File: config.mk
export PLATFORM = sky130hd
export DESIGN_NAME = branch_resolve_unit
export DESIGN_NICKNAME = d
export VERILOG_FILES = /design/src/rtl/branch_pkg.sv /design/src/rtl/sat_counter.sv /design/src/rtl/branch_resolve_unit.sv
export SDC_FILE = /design/constraint.sdc
export NUM_CORES = 1
export LEC_CHECK = 0
export ABC_CLOCK_PERIOD_IN_PS = 4100
export CORE_MARGIN = 5
export CORE_UTILIZATION = 40
export CTS_CLUSTER_SIZE = 8
export DETAILED_ROUTE_END_ITERATION = 10
export HOLD_SLACK_MARGIN = 0.12
export PLACE_DENSITY = 0.71
export SLEW_MARGIN = 10
export SYNTH_ARGS = -nofsm -noshare
export SYNTH_HDL_FRONTEND = slang
export SYNTH_SLANG_ARGS = --single-unit
File: constraint.sdc
create_clock -name Clock -period 4.1 [get_ports Clock]
set_input_delay 1.23 -clock Clock [delete_from_list [all_inputs] [get_ports Clock]]
set_output_delay 1.23 -clock Clock [all_outputs]
set_load 0.01 [all_outputs]
File: src/rtl/branch_pkg.sv
// Shared definitions for the EX-stage branch resolution slice: FSM encoding,
// default PC width and the canonical ID/EX branch bundle layout.
package branch_pkg;

    typedef enum logic {
        RUN     = 1'b0,
        RECOVER = 1'b1
    } bru_state_e;

    localparam int DEFAULT_W = 32;

    typedef struct packed {
        logic                 valid;
        logic                 pred;
        logic [DEFAULT_W-1:0] target;
        logic [DEFAULT_W-1:0] pc4;
    } branch_bundle_t;

endpackage

File: src/rtl/sat_counter.sv
// Up-counter that sticks at its all-ones value instead of wrapping.
module sat_counter #(
    parameter int CNT_W = 16
) (
    input  logic             Clock,
    input  logic             Reset,
    input  logic             inc,
    output logic [CNT_W-1:0] count
);

    logic [CNT_W-1:0] count_q;
    logic [CNT_W-1:0] count_d;

    always_comb begin
        count_d = count_q;
        if (inc && (count_q != {CNT_W{1'b1}})) begin
            count_d = count_q + CNT_W'(1);
        end
    end

    always_ff @(posedge Clock) begin
        if (Reset) begin
            count_q <= '0;
        end else begin
            count_q <= count_d;
        end
    end

    assign count = count_q;

endmodule

File: src/rtl/branch_resolve_unit.sv
// EX-stage branch resolution: registers the ID prediction, detects mispredicts,
// redirects fetch, holds Flush for FLUSH_CYCLES and keeps branch statistics.
module branch_resolve_unit
    import branch_pkg::*;
#(
    parameter int W            = DEFAULT_W,
    parameter int FLUSH_CYCLES = 2,
    parameter int CNT_W        = 16
) (
    input  logic             Clock,
    input  logic             Reset,
    input  logic             Stall_ID,
    input  logic             BranchInstructExists_ID,
    input  logic             Prediction_ID,
    input  logic [W-1:0]     BranchTarget_ID,
    input  logic [W-1:0]     PCPlus4_ID,
    input  logic             BranchOutcome_EX,
    output logic             BranchInstructExists_EX,
    output logic             BranchDecision_EX,
    output logic             Mispredict,
    output logic [W-1:0]     RedirectPC,
    output logic             Flush,
    output logic [CNT_W-1:0] BranchCount,
    output logic [CNT_W-1:0] MispredictCount
);

    localparam logic [2:0] FC_INIT = 3'(FLUSH_CYCLES - 1);

    typedef struct packed {
        logic         valid;
        logic         pred;
        logic [W-1:0] target;
        logic [W-1:0] pc4;
    } idex_t;

    idex_t      idex_q;
    idex_t      idex_d;
    bru_state_e state_q;
    bru_state_e state_d;
    logic [2:0] fc_q;
    logic [2:0] fc_d;
    logic       mispredict;
    logic       flush;

    assign mispredict = idex_q.valid & (BranchOutcome_EX != idex_q.pred);

    // The mispredict cycle itself is the first flush cycle; RECOVER covers the rest.
    always_comb begin
        state_d = state_q;
        fc_d    = fc_q;
        flush   = 1'b0;
        case (state_q)
            RUN: begin
                flush = mispredict;
                if (mispredict && (FLUSH_CYCLES > 1)) begin
                    state_d = RECOVER;
                    fc_d    = FC_INIT;
                end
            end
            RECOVER: begin
                flush = 1'b1;
                fc_d  = fc_q - 3'd1;
                if (fc_q == 3'd1) begin
                    state_d = RUN;
                end
            end
            default: begin
                state_d = RUN;
                fc_d    = 3'd0;
            end
        endcase
    end

    // Squashing takes priority over stalling; both insert a cleared bubble.
    always_comb begin
        idex_d = '0;
        if (!flush && !Stall_ID) begin
            idex_d.valid  = BranchInstructExists_ID;
            idex_d.pred   = Prediction_ID;
            idex_d.target = BranchTarget_ID;
            idex_d.pc4    = PCPlus4_ID;
        end
    end

    always_ff @(posedge Clock) begin
        if (Reset) begin
            idex_q  <= '0;
            state_q <= RUN;
            fc_q    <= 3'd0;
        end else begin
            idex_q  <= idex_d;
            state_q <= state_d;
            fc_q    <= fc_d;
        end
    end

    assign BranchInstructExists_EX = idex_q.valid;
    assign BranchDecision_EX       = idex_q.valid & BranchOutcome_EX;
    assign Mispredict              = mispredict;
    assign Flush                   = flush;
    assign RedirectPC              = mispredict ? (BranchOutcome_EX ? idex_q.target : idex_q.pc4)
                                                : '0;

    sat_counter #(.CNT_W(CNT_W)) u_branch_cnt (
        .Clock (Clock),
        .Reset (Reset),
        .inc   (idex_q.valid),
        .count (BranchCount)
    );

    sat_counter #(.CNT_W(CNT_W)) u_mispredict_cnt (
        .Clock (Clock),
        .Reset (Reset),
        .inc   (mispredict),
        .count (MispredictCount)
    );

endmodule

==> results of run 1 <==
metrics by stage:
step | total power (uW) | cell area (um^2) | util | instances
final | 1810 | 5840 | 0.571 | 706
after global routing | 1890 | 5840 | 0.571 | 706
after CTS | 1830 | 5840 | 0.571 | 706
after detailed placement | 1220 | 5650 | 0.552 | 690
after global placement | 1220 | 5650 | 0.552 | 690
after floorplan | 1130 | 4160 | - | 435
critical path, delay by kind of cell:
family / cells / cell delay (ns)
XOR/XNOR: 1 / 0.17
buffers and inverters: 3 / 0.97
AND/OR/NAND/NOR: 2 / 0.25
state kept, by name, indices dropped and copies added (netlist names):
signal,flops
idex_q,65
u_branch_cnt.count,16
u_mispredict_cnt.count,16
fc_q,3
BranchInstructExists_EX,1
state_q,1
logic make-up (layout without fill, tap and decap cells):
| logic type | Yosys count | after routing | synth area share |
|---|---|---|---|
| AOI/OAI and AO/OA | 51 | 51 | 0.0743 |
| adders and majority gates | 4 | 4 | 0.0120 |
| and+or+nand+nor | 205 | 205 | 0.285 |
| xor gates and xnor gates | 1 | 1 | 0.00391 |
| muxes | 40 | 40 | 0.0981 |
| buffers and inverters | 32 | 167 | 0.0355 |
| DFF | 102 | 102 | 0.491 |
layout by cell type, fill, tap and decap left out, types with 9 or more instances in the layout:
cell type and n:
clkbuf_8 10, mux2i_1 34, o31ai_1 11, a21oi_1 24, nor2_1 47, dfxtp_1 102
and2_1 67, or4_1 11, nand3_1 9, clkdlybuf4s50_1 136, nand2_1 17
routing by layer:
layer | vias up | wire length [um] | global-route usage
li1 | 1765 | - | -
met4 | 0 | 93 | 0.0385
met1 | 1598 | 4390 | 0.189
met5 | - | 0 | 0
met2 | 106 | 4700 | 0.265
met3 | 6 | 871 | 0.0696
layout make-up:
type | count | share of cell area
Multi-Input combinational cell | 301 | 0.339
Timing Repair Buffer | 144 | 0.245
Inverter | 7 | 0.00450
Clock inverter | 6 | 0.00922
Sequential cell | 102 | 0.350
Clock buffer | 10 | 0.0236
Tap cell | 136 | 0.0291
path summary, 6_finish.rpt:
kind,endpoint,cells after the start,slack [ns],start
worst max register to register,u_branch_cnt.count[9]$_SDFFE_PP0P_,5,1.86,u_branch_cnt.count[0]$_SDFFE_PP0P_
worst max-delay path,RedirectPC[30],6,0.25,BranchOutcome_EX
worst min register to register,fc_q[2]$_SDFFE_PP0P_,2,0.50,fc_q[2]$_SDFFE_PP0P_
worst min-delay path,fc_q[2]$_SDFFE_PP0P_,2,0.50,fc_q[2]$_SDFFE_PP0P_
report_power, final:
group	total, uW	internal [uW]	switching, uW
Combinational	162	103	59.8
Sequential	1030	1020	11.7
Clock	611	248	362
==> flow_metrics.py, run 1 <==
metrics = {
    "timing": {
        "fin_hold_ws_ns": 0.497,
        "period_share": 0.940,
        "layout_min_cycle_time_ns": 3.85,
        "worstMarginPinSlew_ns": 1.09,
        "rsz0062_at_grt": "no",
        "worst_slack_ns": 0.248,
        "timing.fmax_mhz": 260,
        "finalHoldViolCount": 0,
        "drv_slew": 0,
        "finalClockSkew_ns": 0.0127,
        "slew_headroom": 0.265,
        "setup_viol_count_final": 0,
        "tns_ns": 0,
    },
    "route": {
        "drc_errors": 0,
        "drt_wl_total_um": 10100,
        "drt_pass1_iterations": 4,
        "ant_nets": 0,
        "routedWlPerCell_um": 14.2,
        "vias": 3475,
        "via_per_inst": 4.92,
        "drt_iter0_drc": 174,
    },
    "placed_design": {
        "place.gp.congestion": 0.805,
        "dp_slack_ns": 0.208,
        "io_buffers": 137,
        "dp_hpwl_um": 7440,
    },
    "floorplan": {
        "fp-row-count": 37,
        "dieArea_um2": 12500,
        "coreArea_um2": 10200,
        "die_h_um": 112,
        "die_w_um": 112,
        "ios": 138,
        "start_util": 0.406,
    },
    "logic_synthesis": {
        "synth_area_um2": 4160,
        "synth.area.top_cells": "dfxtp_1 (49%), and2_1 (10%), mux2i_1 (8.2%)",
        "synth_common_cells": "dfxtp_1 (102), and2_1 (67), nor2_1 (47), mux2i_1 (34), a21oi_1 (24)",
        "syn_nets": 509,
        "synth.avg_cell_area_um2": 9.56,
        "ys_ff_latch": 102,
        "synthFlopType": "dfxtp_1",
        "yosysMostFrequentCell": "dfxtp_1",
        "syn_inst": 435,
        "synth_edf_count": 0,
        "yosysSeqAreaShare": 0.491,
        "yosysTopAreaCell": "dfxtp_1",
        "synth_top_area_frac": 0.491,
        "synth-warning-count": 0,
        "async_flop_share": 0,
        "yosysUniqueCellTypes": 44,
    },
    "layout": {
        "syn_to_final_growth_pct": 40.4,
        "register_area_um2": 2040,
        "multi_input_area_um2": 1980,
        "fillers": 935,
        "antenna_cells": 0,
        "nets": 639,
        "drive_gt1_frac": 0.0667,
    },
    "setup_path": {
        "crit_path_end_kind": "output port",
        "critPathLaunchType": "input port",
        "critPathMaxStageDelay_ns": 0.55,
        "cp_data_arrival_time_ns": 2.62,
        "required_ns": 2.87,
        "cp_cell_sequence": "buf_2 > xor2_2 > nand2_1 > buf_4 > nor2_1 > clkdlybuf4s50_1",
        "cp_slowest_cell": "clkdlybuf4s50_1",
        "critPathMaxFanout": 20,
        "path_class": "in -> out",
    },
    "global_routing": {
        "grt_pass1_wl_um": 16400,
        "overflow": 0,
        "grt_max_degree": 67,
        "grtUsageTotal": 0.159,
        "antenna_found_initial": 0,
        "grt_pass1_vias": 3499,
    },
    "cts": {
        "cts_root_buffer": "clkbuf_8",
        "cts_tree": "done",
        "clock-sinks": 102,
        "cts_setup_buffers": 0,
        "htree_levels": 3,
        "cts_resized": 0,
        "cts_max_path_buffers": 2,
        "numCtsBuffers": 9,
        "clk_pin_slew_ns": 0.10,
        "postCtsHoldBufs": 0,
        "clk-insertion-delay-late_ns": 0.36,
    },
    "min_path": {
        "min_path_type": "reg -> reg",
    },
    "power": {
        "p_per_area_nw_per_um2": 309,
        "cellLeakagePower_uw": 0.00216,
        "ir_worst_vdd_v": 0.000171,
    },
    "run_status": {
        "outcome": "finished, final reports clean",
    },
    "run": {
        "max-cap-violations": 0,
    },
}
Note: power is estimated with default switching activity, not from simulation.
==> run 2: changes to the inputs <==
--- a/config.mk
+++ b/config.mk
@@ -6,6 +6,7 @@
 export NUM_CORES = 1
 export LEC_CHECK = 0
 export ABC_CLOCK_PERIOD_IN_PS = 4100
+export CAP_MARGIN = 40
 export CORE_MARGIN = 5
 export CORE_UTILIZATION = 40
 export CTS_CLUSTER_SIZE = 8
==> flow_metrics.py, run 2 (same netlist as run 1, synthesis figures left out) <==
metrics = {
    "route": {
        "drc_errors": 0,
        "routedWlPerCell_um": 14.0,
        "drt_pass1_iterations": 4,
        "vias": 3500,
        "drt_iter0_drc": 141,
        "drt_wl_total_um": 9910,
        "ant_nets": 0,
        "via_per_inst": 4.95,
    },
    "setup_path": {
        "path_class": "in -> out",
        "critPathMaxStageDelay_ns": 0.55,
        "cp_slowest_cell": "clkdlybuf4s50_1",
        "required_ns": 2.87,
        "critPathBufInv": 3,
        "r2r-start": "u_mispredict_cnt.count[0]$_SDFFE_PP0P_",
        "cp_data_arrival_time_ns": 2.62,
        "critPathMaxFanout": 20,
        "r2r_setup_slack_ns": 2.04,
        "worst-path-stages": 6,
        "crit_family": "buffers and inverters",
        "rr_worst_depth": 5,
        "worstSetupEndpoint": "RedirectPC[30]",
        "crit_path_end_kind": "output port",
        "critPathLaunchType": "input port",
        "reg2reg_to": "u_mispredict_cnt.count[15]$_SDFFE_PP0P_",
        "cp_cell_sequence": "buf_2 > xor2_2 > nand2_1 > buf_4 > nor2_1 > clkdlybuf4s50_1",
        "cp-startpoint": "BranchOutcome_EX",
    },
    "timing": {
        "fin_hold_ws_ns": 0.514,
        "slew_headroom": 0.563,
        "layout_min_cycle_time_ns": 3.85,
        "timing.fmax_mhz": 260,
        "period_share": 0.938,
        "finalClockSkew_ns": 0.00922,
        "setup_viol_count_final": 0,
        "worstMarginPinSlew_ns": 0.651,
        "tns_ns": 0,
        "rsz0062_at_grt": "no",
        "drv_slew": 0,
        "finalHoldViolCount": 0,
        "worst_slack_ns": 0.253,
    },
    "layout": {
        "fin_util": 0.573,
        "final_common_cell": "clkdlybuf4s50_1",
        "antenna_cells": 0,
        "final_cell_mix": "clkdlybuf4s50_1 (136), dfxtp_1 (102), and2_1 (67)",
        "fillers": 914,
        "syn_to_final_growth_pct": 41.1,
        "drive_gt1_frac": 0.0683,
        "top_register": "idex_q",
        "final_area_um2": 5870,
        "nets": 640,
        "largest_register_ffs": 65,
    },
    "power": {
        "p_comb_frac": 0.087,
        "swShare": 0.228,
        "clockPowerShare": 0.357,
        "p_per_area_nw_per_um2": 317,
        "ir_worst_vdd_v": 0.000150,
        "p_sw_uw": 424,
        "p_int_uw": 1430,
        "p_seq_frac": 0.556,
        "cellLeakagePower_uw": 0.00218,
    },
    "min_path": {
        "min_path_type": "reg -> reg",
    },
    "placed_design": {
        "io_buffers": 137,
        "place.gp.congestion": 0.805,
        "place_area_um2": 5650,
        "dp_slack_ns": 0.214,
        "dp_hpwl_um": 7400,
    },
    "cts": {
        "clk-insertion-delay-late_ns": 0.35,
        "postCtsHoldBufs": 0,
        "clk_pin_slew_ns": 0.10,
        "cts_max_path_buffers": 2,
        "numCtsBuffers": 9,
        "htree_levels": 3,
        "clock-sinks": 102,
        "cts_setup_buffers": 0,
        "cts_root_buffer": "clkbuf_8",
        "cts_resized": 0,
        "cts_tree": "done",
    },
    "run_status": {
        "outcome": "finished, final reports clean",
    },
    "floorplan": {
        "dieArea_um2": 12500,
        "ios": 138,
        "coreArea_um2": 10200,
        "fp-row-count": 37,
        "start_util": 0.406,
        "die_h_um": 112,
        "die_w_um": 112,
    },
    "global_routing": {
        "grt_pass1_vias": 3475,
        "antenna_found_initial": 0,
        "grt_pass1_wl_um": 16300,
        "overflow": 0,
        "grt_max_degree": 67,
        "grtUsageTotal": 0.157,
    },
    "run": {
        "max-cap-violations": 0,
    },
}
-- run 2: final cells by class --
class | instances | area [um^2] | area share
Timing Repair Buffer | 145 | 1440 | 0.245
Clock buffer | 10 | 138 | 0.0235
Sequential cell | 102 | 2040 | 0.348
Inverter | 7 | 26.3 | 0.00448
Tap cell | 136 | 170 | 0.0290
Clock inverter | 6 | 76.3 | 0.0130
Multi-Input combinational cell | 301 | 1980 | 0.337
-- run 2: through the flow --
stage	power, uW	cells
global placement	1220	690
global route	1940	707
finish	1860	707
floorplan	1130	435
CTS	1880	707
detailed placement	1220	691
-- run 2: worst register-to-register path, cell delays in order (launching register included) --
cell	delay, ns
dfxtp_1	0.44
ha_1	0.27
nand3_1	0.14
nor4_4	0.66
nor4_1	0.16
mux2_2	0.30
-- run 2: power groups by stage --
| stage | clock network [uW] | registers (uW) | logic (uW) |
|---|---|---|---|
| after floorplan | 0 | 1050 | 73.6 |
| after global placement | 0 | 1060 | 162 |
| after detailed placement | 0 | 1060 | 164 |
| final | 663 | 1030 | 162 |
| after CTS | 684 | 1030 | 165 |
| after global routing | 728 | 1040 | 178 |
-- run 2: how the worst min path moves through the flow --
stage,from,end,slack [ns],cells after the start
final,u_branch_cnt.count[1]$_SDFFE_PP0P_,u_branch_cnt.count[1]$_SDFFE_PP0P_,0.51,2
after CTS,fc_q[2]$_SDFFE_PP0P_,fc_q[2]$_SDFFE_PP0P_,0.51,2
after detailed placement,fc_q[2]$_SDFFE_PP0P_,fc_q[2]$_SDFFE_PP0P_,0.49,2
after global routing,fc_q[2]$_SDFFE_PP0P_,fc_q[2]$_SDFFE_PP0P_,0.52,2
after global placement,fc_q[2]$_SDFFE_PP0P_,fc_q[2]$_SDFFE_PP0P_,0.47,2
after floorplan,fc_q[2]$_SDFFE_PP0P_,fc_q[2]$_SDFFE_PP0P_,0.46,2
-- run 2: routing by layer --
layer	GRT usage	wire length [um]	vias up
li1	-	-	1771
met1	0.190	4370	1601
met2	0.264	4620	117
met3	0.0630	821	11
met4	0.0345	104	0
met5	0	0	-
==> run 3: changes to the inputs <==
--- a/config.mk
+++ b/config.mk
@@ -8,11 +8,11 @@
 export ABC_CLOCK_PERIOD_IN_PS = 4100
 export CAP_MARGIN = 40
 export CORE_MARGIN = 5
-export CORE_UTILIZATION = 40
+export CORE_UTILIZATION = 49
 export CTS_CLUSTER_SIZE = 8
 export DETAILED_ROUTE_END_ITERATION = 10
 export HOLD_SLACK_MARGIN = 0.12
-export PLACE_DENSITY = 0.71
+export PLACE_DENSITY = 0.85
 export SLEW_MARGIN = 10
 export SYNTH_ARGS = -nofsm -noshare
 export SYNTH_HDL_FRONTEND = slang
==> flow_metrics.py, run 3 (same netlist as run 1, synthesis figures left out) <==
metrics = {
    "timing": {
        "layout_min_cycle_time_ns": 3.89,
        "setup_viol_count_final": 0,
        "tns_ns": 0,
        "finalClockSkew_ns": 0.0159,
        "drv_slew": 0,
        "timing.fmax_mhz": 257,
        "period_share": 0.949,
        "finalHoldViolCount": 0,
        "rsz0062_at_grt": "no",
        "worst_slack_ns": 0.210,
        "slew_headroom": 0.512,
        "worstMarginPinSlew_ns": 0.726,
    },
    "layout": {
        "largest_register_ffs": 65,
        "final_common_cell": "clkdlybuf4s50_1",
        "syn_to_final_growth_pct": 40.4,
        "multi_input_area_um2": 1980,
        "nets": 639,
        "final_area_um2": 5840,
        "top_register": "idex_q",
        "final_cell_mix": "clkdlybuf4s50_1 (136), dfxtp_1 (102), and2_1 (67)",
        "fin_util": 0.707,
        "drive_gt1_frac": 0.0633,
        "register_area_um2": 2040,
        "antenna_cells": 0,
        "fillers": 647,
    },
    "floorplan": {
        "die_w_um": 102,
        "coreArea_um2": 8260,
        "dieArea_um2": 10400,
        "fp-row-count": 33,
        "die_h_um": 102,
        "ios": 138,
        "start_util": 0.503,
    },
    "placed_design": {
        "dp_slack_ns": 0.203,
        "place.gp.congestion": 0.755,
        "dp_hpwl_um": 7620,
        "place_area_um2": 5620,
        "io_buffers": 137,
    },
    "run": {
        "max-cap-violations": 0,
    },
    "route": {
        "drt_pass1_iterations": 4,
        "drt_iter0_drc": 89,
        "routedWlPerCell_um": 15.0,
        "via_per_inst": 5.26,
        "drc_errors": 0,
        "ant_nets": 0,
        "vias": 3548,
        "drt_wl_total_um": 10100,
    },
    "global_routing": {
        "antenna_found_initial": 0,
        "grt_pass1_vias": 3577,
        "grtUsageTotal": 0.201,
        "overflow": 0,
        "grt_max_degree": 67,
        "grt_pass1_wl_um": 16500,
    },
    "cts": {
        "clk_pin_slew_ns": 0.08,
        "cts_setup_buffers": 0,
        "postCtsHoldBufs": 0,
        "cts_root_buffer": "clkbuf_8",
        "cts_tree": "done",
        "clk-insertion-delay-late_ns": 0.36,
        "htree_levels": 3,
        "cts_resized": 0,
        "clock-sinks": 102,
        "cts_max_path_buffers": 2,
        "numCtsBuffers": 9,
    },
    "power": {
        "ir_worst_vdd_v": 0.000244,
        "p_total_uw": 1890,
        "cellLeakagePower_uw": 0.00219,
        "p_per_area_nw_per_um2": 324,
    },
    "setup_path": {
        "critPathLaunchType": "input port",
        "path_class": "in -> out",
        "cp_data_arrival_time_ns": 2.66,
        "critPathMaxFanout": 30,
        "crit_path_end_kind": "output port",
        "required_ns": 2.87,
    },
    "min_path": {
        "min_path_type": "reg -> reg",
    },
    "run_status": {
        "outcome": "finished, final reports clean",
    },
}
-- run 3: cell type report --
type,instances,area share
clock buffers,11,0.0242
flip-flops and latches,102,0.350
repair buffers,144,0.247
multi-input cells,301,0.339
clock inverters,4,0.0133
well taps,105,0.0225
inverters,7,0.00450
-- run 3: final timing paths --
check	startpoint	endpoint	slack (ns)	cells past startpoint
setup reg to reg	BranchInstructExists_EX$_SDFF_PP0_	u_mispredict_cnt.count[7]$_SDFFE_PP0P_	1.97	5
hold / removal	u_branch_cnt.count[1]$_SDFFE_PP0P_	u_branch_cnt.count[1]$_SDFFE_PP0P_	0.52	2
setup / recovery	BranchOutcome_EX	RedirectPC[30]	0.21	6
hold reg to reg	u_branch_cnt.count[1]$_SDFFE_PP0P_	u_branch_cnt.count[1]$_SDFFE_PP0P_	0.52	2
-- run 3: report_power, final --
part | internal (uW) | switching (uW)
clock network | 362 | 332
logic | 103 | 61.4
registers | 1020 | 12.1
total | 1490 | 406
-- run 3: critical path, stage by stage --
cell	delay (ns)
buf_2	0.14
xor2_2	0.17
nand2_1	0.19
buf_12	0.24
nor2_1	0.11
clkdlybuf4s50_1	0.58
-- run 3: layer usage --
metal  wire, um  vias up  global-route usage
li1           -     1761                   -
met1       4120     1654               0.232
met2       4940      119               0.342
met3        893       14              0.0744
met4        164        0              0.0686
met5          0        -                   0
-- run 3: stage by stage --
stage | hold WS [ns] | std cells
after global placement | 0.466 | 658
after CTS | 0.511 | 674
final | 0.516 | 674
after floorplan | 0.458 | 435
after global routing | 0.539 | 674
after detailed placement | 0.499 | 659
